### src/rtl/fm_sb_capture_ctrl.sv
// rtl/fm_sb_capture_ctrl.sv - trigger-based spy-buffer capture controller
// Optional trigger timestamp output is enabled by macro FM_SB_CAPTURE_TS_EN.
module fm_sb_capture_ctrl #(
   parameter int DATA_W = 256,
   parameter int ADDR_W = 10
) (
   input  logic              clk,
   input  logic              rst,
   input  logic [DATA_W-1:0] fm_data,
   input  logic              fm_vld,
   input  logic              arm,
   input  logic              trig,
   input  logic [ADDR_W-1:0] post_cnt,
   output logic              sb_we,
   output logic [ADDR_W-1:0] sb_addr,
   output logic [DATA_W-1:0] sb_wdata,
   output logic [ADDR_W-1:0] meta_trig_addr,
   output logic              meta_wrapped,
`ifdef FM_SB_CAPTURE_TS_EN
   output logic [31:0]       meta_trig_ts,
`endif
   output logic [1:0]        state,
   output logic              frozen
);

   typedef enum logic [1:0] {
      IDLE   = 2'd0,
      ARMED  = 2'd1,
      POST   = 2'd2,
      FROZEN = 2'd3
   } state_t;

   state_t            st;
   logic [ADDR_W-1:0] ptr;
   logic [ADDR_W-1:0] pcnt;

   assign state = st;

`ifdef FM_SB_CAPTURE_TS_EN
   logic [31:0] ts_cnt;

   always_ff @(posedge clk) begin
      if (rst) begin
         ts_cnt       <= '0;
         meta_trig_ts <= '0;
      end else begin
         ts_cnt <= ts_cnt + 32'd1;
         if (st == ARMED && trig)
            meta_trig_ts <= ts_cnt;
      end
   end
`endif

   always_ff @(posedge clk) begin
      if (rst) begin
         st             <= IDLE;
         ptr            <= '0;
         pcnt           <= '0;
         sb_we          <= 1'b0;
         sb_addr        <= '0;
         sb_wdata       <= '0;
         meta_trig_addr <= '0;
         meta_wrapped   <= 1'b0;
         frozen         <= 1'b0;
      end else begin
         sb_we <= 1'b0;
         case (st)
            IDLE: begin
               if (arm) begin
                  st           <= ARMED;
                  ptr          <= '0;
                  meta_wrapped <= 1'b0;
               end
            end
            ARMED: begin
               if (fm_vld) begin
                  sb_we    <= 1'b1;
                  sb_addr  <= ptr;
                  sb_wdata <= fm_data;
                  ptr      <= ptr + ADDR_W'(1);
                  if (ptr == {ADDR_W{1'b1}})
                     meta_wrapped <= 1'b1;
               end
               // The trigger-cycle word (if any) is not counted against post_cnt.
               if (trig) begin
                  meta_trig_addr <= ptr;
                  if (post_cnt == '0) begin
                     st     <= FROZEN;
                     frozen <= 1'b1;
                  end else begin
                     st   <= POST;
                     pcnt <= post_cnt;
                  end
               end
            end
            POST: begin
               if (fm_vld) begin
                  sb_we    <= 1'b1;
                  sb_addr  <= ptr;
                  sb_wdata <= fm_data;
                  ptr      <= ptr + ADDR_W'(1);
                  pcnt     <= pcnt - ADDR_W'(1);
                  if (ptr == {ADDR_W{1'b1}})
                     meta_wrapped <= 1'b1;
                  if (pcnt == ADDR_W'(1)) begin
                     st     <= FROZEN;
                     frozen <= 1'b1;
                  end
               end
            end
            FROZEN: begin
               if (arm) begin
                  st           <= ARMED;
                  ptr          <= '0;
                  meta_wrapped <= 1'b0;
                  frozen       <= 1'b0;
               end
            end
            default: st <= IDLE;
         endcase
      end
   end

endmodule

### config.mk
export PLATFORM = sky130hd
export DESIGN_NAME = fm_sb_capture_ctrl
export DESIGN_NICKNAME = d
export VERILOG_FILES = /design/src/rtl/fm_sb_capture_ctrl.sv
export SDC_FILE = /design/constraint.sdc
export NUM_CORES = 1
export LEC_CHECK = 0
export CAP_MARGIN = 10
export CELL_PAD_IN_SITES_DETAIL_PLACEMENT = 1
export CELL_PAD_IN_SITES_GLOBAL_PLACEMENT = 1
export CORE_AREA = 2 2 212 214
export CTS_CLUSTER_DIAMETER = 50
export DETAILED_ROUTE_END_ITERATION = 10
export DIE_AREA = 0 0 214 216
export PLACE_DENSITY = 0.79
export REMOVE_ABC_BUFFERS = 1
export SLEW_MARGIN = 20
export SYNTH_ARGS = -nofsm -noshare
export SYNTH_HDL_FRONTEND = slang
export SYNTH_SLANG_ARGS = --single-unit
### constraint.sdc
create_clock -name clk -period 1.8 [get_ports clk]
set_input_delay 0.27 -clock clk [delete_from_list [all_inputs] [get_ports clk]]
set_output_delay 0.27 -clock clk [all_outputs]
set_load 0.02 [all_outputs]
Yosys cells after proc, flatten, opt, wreduce, memory -nomap -nowiden
Cells that the tools add are included.
W data, S select, Z words.

storage, ports and cells
  output and inout port bits = 281
  input port bits = 271
  register bits = 301

cells by class
  reduce and logical (&&, ||, !) cells = 14
  muxes and demuxes = 23
  equal/unequal tests = 14
  bitwise operators = 1
  add/sub/neg operators = 2

operators by type and width
  kind                     number
  $mux W10                 5
  $pmux W10 S2             2
  $ne A2 B2 Y1 const B     6
  $add A10 B1 Y10 const B  1
  $eq A10 B1 Y1 const B    1
  $eq A10 B10 Y1 const B   1
  $logic_not A10 Y1        1
  $sub A10 B1 Y10 const B  1
  $mux W1                  9
  $mux W2                  4
  $reduce_and A4 Y1        2
  $ne A2 B1 Y1 const B     3
  $pmux W2 S3              1
  $reduce_and A2 Y1        3
  $reduce_and A6 Y1        1
  $reduce_or A2 Y1         3
  $eq A2 B2 Y1 const B     2
  $pmux W1 S3              1
  $reduce_and A3 Y1        1
  $reduce_bool A3 Y1       1
  $eq A2 B1 Y1 const B     1
  $logic_not A2 Y1         1
  $pmux W1 S2              1
  $reduce_bool A2 Y1       1
  $not A1 Y1               1

Longest topological paths before layout
  depth after elaboration = 4
  gate-level depth with buffers = 8

Least setup slack after synthesis
Ideal clock, no wire load.

  path type = reg2reg
  start = register st[0], in the netlist state[0]
  end = register sb_wdata[174]
  library setup time = 0.071 ns
  arrival time = 2.027 ns
  path buffers = 3
  data required time = 1.729 ns
  cell stages (with the launch flop) = 9
  setup slack = -0.298 ns
  cell sequence = dfxtp_1 > inv_1 > ha_1 > and2_1 > clkbuf_1 > clkbuf_1 > buf_1 > nand2_1 > a21oi_1

between the ends
  word-level cells in the longest chain between the ends = 3
  elaborated cells between the ends (all ways) = 4
  those cells by class = eq/ne: 2; reduce/logical: 2

ends and longest elaborated chain
  what                                          line  RTL
  start: declaration                            33    state_t st;
  start signal: assignment                      56    st <= IDLE;
  start signal: assignment                      70    st <= ARMED;
  start signal: assignment                      88    st <= FROZEN;
  $eq A2 B2 Y1 or $eq A2 B1 Y1 (tied branches)  67    case (st)
  $reduce_or A2 Y1 (no source line) *           -
  $reduce_and A2 Y1 (no source line) *          -
  end signal: assignment                        79    sb_wdata <= fm_data;
  end signal: assignment                        100   sb_wdata <= fm_data;
  end: declaration                              16    output logic [DATA_W-1:0] sb_wdata,

Mark *: on every way between the ends. The rest lies on a longest branch, timed or not.
A chain may end at the register's enable or synchronous reset.

Worst setup path in the final report
  start = register st[0], in the netlist state[0]
  end = register pcnt[7]

between the ends
  word-level cells in the longest chain between the ends = 3
  elaborated cells between the ends (all ways) = 8
  those cells by class = eq/ne: 5; mux: 1; reduce/logical: 2

ends and longest elaborated chain
  what                                                                 line  RTL
  $eq A2 B1 Y1 or $eq A2 B2 Y1 (tied branches)                         67
  $ne A2 B2 Y1 (no source line) or $reduce_bool A2 Y1 (tied branches)  -
  $reduce_and A4 Y1 (no source line)                                   -
  end signal: assignment                                               92    pcnt <= post_cnt;
  end signal: assignment                                               102   pcnt <= pcnt - ADDR_W'(1);
  end: declaration                                                     35    logic [ADDR_W-1:0] pcnt;

Several ways; a longest one is shown, not always the timed one.

==> impl_metrics.tcl <==
set metrics [dict create \
    clk-insertion-delay-late_ns 0.54 \
    grt_use_met2 0.358 \
    cap_viol_max_count 0 \
    clock_skew_ns 0.0168 \
    total_power_mw 29.2 \
    clock_sinks 301 \
    setup_violations 7 \
    syn_area_mm2 0.0109 \
    netlist_top_cells_count "nand2_1, dfxtp_1, a21oi_1, clkbuf_1, nor2_1" \
    drive_gt1_frac 0.100 \
    grt_max_degree 63 \
    criticalPathCategory "register to register" \
    slew_headroom 0.709 \
    p_leak_nw 8.34 \
    wl_per_cell_um 18.4 \
    drv_slew 0 \
    period_share 1.05 \
    synth-edff-count 0 \
    top_usage_layer "met2" \
    cts_buffers 38 \
    grt_pass1_vias 12790 \
    reg2reg_depth 6 \
    ys_ff_latch 301 \
    die-area_mm2 0.0462 \
    use_met3 0.0479 \
    die_w_um 214 \
    endpoint_kind "register" \
    synth_area_leaders "dfxtp_1, nand2_1, a21oi_1, clkbuf_1, ha_1" \
    dpl.hpwl_mm 33.8 \
    fin_crit_ns 1.90 \
    synth.most_common_cell "nand2_1" \
    start_util 0.248 \
    hold-path-cell-count 2 \
    root_buffer "clkbuf_16" \
    gp_congestion 0.877 \
    vias 12085 \
    synthCells 1388 \
    synth_cell_types 48 \
    synth_top_area_frac 0.553 \
    diodes 0 \
    cp_max_fo 2 \
    final_nets 2250 \
    core_mm2 0.0438 \
    ios 552 \
    rows 77 \
    fin_ws_ns -0.0985 \
    via_per_inst 4.66 \
    ant_nets 0 \
    worst_hold_path_type "input port to register" \
    htree_levels 2 \
    grt_antenna_before_repair 0 \
    ys.warnings.count 0 \
    syn_area_per_cell_um2 7.85 \
    cts_tree "built" \
    ys.flop_type "dfxtp_1" \
    synthArstFlopShare 0 \
    cp.arrival_ns 2.38 \
    grt_overflow 0 \
    grtUsageMet1 0.206 \
    worstMarginPinSlew_ns 0.434 \
    grt_pass1_wl_mm 71.1 \
    p_per_area_mw_per_mm2 1530 \
    hold_viol 0 \
    fin_util 0.437 \
    clockBufferDepth 3 \
    seq_area_frac_synth 0.553 \
    status "finished with violations" \
    rsz0062_at_grt "true" \
    grtUsageTotal 0.193 \
    fmax_ghz 0.527 \
    dieHeight_um 216 \
    worstSetupStartpointType "register" \
    numPortBuffers 551 \
    area_growth_syn_to_layout_pct 75.7 \
    wl_mm 47.7 \
    remaining_drc_errors 0 \
    path_clk_slew_ns 0.06 \
    dr.first_iter.drc_count 503 \
    ir_worst_vdd_mv 0.842 \
    yosysTopAreaCell "dfxtp_1" \
    violations "negative setup slack" \
    first_pass_iters 6 \
    worst_ep_required_time_ns 2.28 \
]
-- kinds of logic (layout without fill, tap and decap cells) --
family	after synthesis	in the layout	share of synthesized area
AO/OA/AOI/OAI	343	343	0.172
adder cells (fa/ha/maj)	7	7	0.00804
buffers and inverters	116	727	0.0408
flip-flops	301	301	0.553
multiplexers	1	1	0.00103
AND/OR/NAND/NOR	620	620	0.225
-- layout by cell type (no fill, tap or decap), types with 4 or more instances in the layout --
cell               n
bufinv_16          4
o31ai_1           10
buf_6             10
buf_12            19
clkinv_2           6
buf_4             66
inv_1              6
inv_2              4
nor2_1            16
dlymetal6s2s_1    33
clkbuf_16         42
or2_2              4
dfxtp_1          297
nand2_1          559
dfxtp_2            4
a21oi_2            4
clkbuf_1           5
o21ai_0            5
clkdlybuf4s50_1  325
clkbuf_8           5
ha_4               4
or3_1              8
dlygate4sd2_1    192
a21oi_1          292
-- sequential cells by signal, summed over array words and instances (netlist names) --
register        cells
frozen              1
ptr                10
sb_we               1
meta_trig_addr     10
state               2
sb_wdata          256
pcnt               10
sb_addr            10
meta_wrapped        1
-- critical path: stages, from the launching register on --
cell     delay (ns)
dfxtp_2        0.33
inv_2          0.08
ha_4           0.15
or4b_4         0.49
o32a_1         0.35
or3_1          0.32
a21oi_1        0.12
-- routing by layer --
metal | wire length, um | up-vias
met5 | 0 | -
met2 | 24800 | 405
met4 | 1940 | 0
met1 | 17900 | 5831
li1 | - | 5729
met3 | 3080 | 120
-- report_power, final --
part / total [mW] / switching (mW) / leakage [nW] / internal [mW]
Combinational: 12.5 / 7.18 / 5.24 / 5.36
Clock: 7.96 / 3.06 / 0.645 / 4.90
Sequential: 8.73 / 0.713 / 2.45 / 8.02
-- cell type report --
class | instances | area [um2]
Clock buffer | 50 | 1100
Clock inverter | 17 | 214
Tap cell | 592 | 741
Timing Repair Buffer | 649 | 6430
Inverter | 11 | 46.3
Multi-Input combinational cell | 971 | 4580
Fill cell | 5193 | 24700
Sequential cell | 301 | 6030
-- path summary, 6_finish.rpt --
| kind | from | to | slack, ns |
|---|---|---|---|
| worst min register to register | sb_wdata[78] | sb_wdata[78] | 0.45 |
| worst min-delay path | rst | ptr[5] | 0.19 |
| worst max-delay path | state[0] | pcnt[7] | -0.1 |
| worst max register to register | state[0] | pcnt[7] | -0.1 |
-- per-stage QoR --
step	hold WS (ns)	instances	setup TNS, ns	setup WS (ns)	area, um2
final	0.186	2591	-0.256	-0.0985	19100
after floorplan	0.339	1283	-1118.29	-4.75	10500
after global placement	0.441	2511	-3.72	-0.339	17700
after CTS	0.167	2583	-0.138	-0.0816	18900
after global routing	0.200	2591	-0.777	-0.138	19100
after detailed placement	0.447	2511	-4.86	-0.437	17700
-- repair_timing --
action / 4_1_cts / 5_1_grt
hold buffers: 0 / 0
cloned: 4 / 1
gates resized for setup: 221 / 61
setup buffers: 1 / 8
endpoints found under the setup margin: 260 / 76
pin swaps: 3 / 14
No activity file was read; power rests on OpenSTA's default activity.
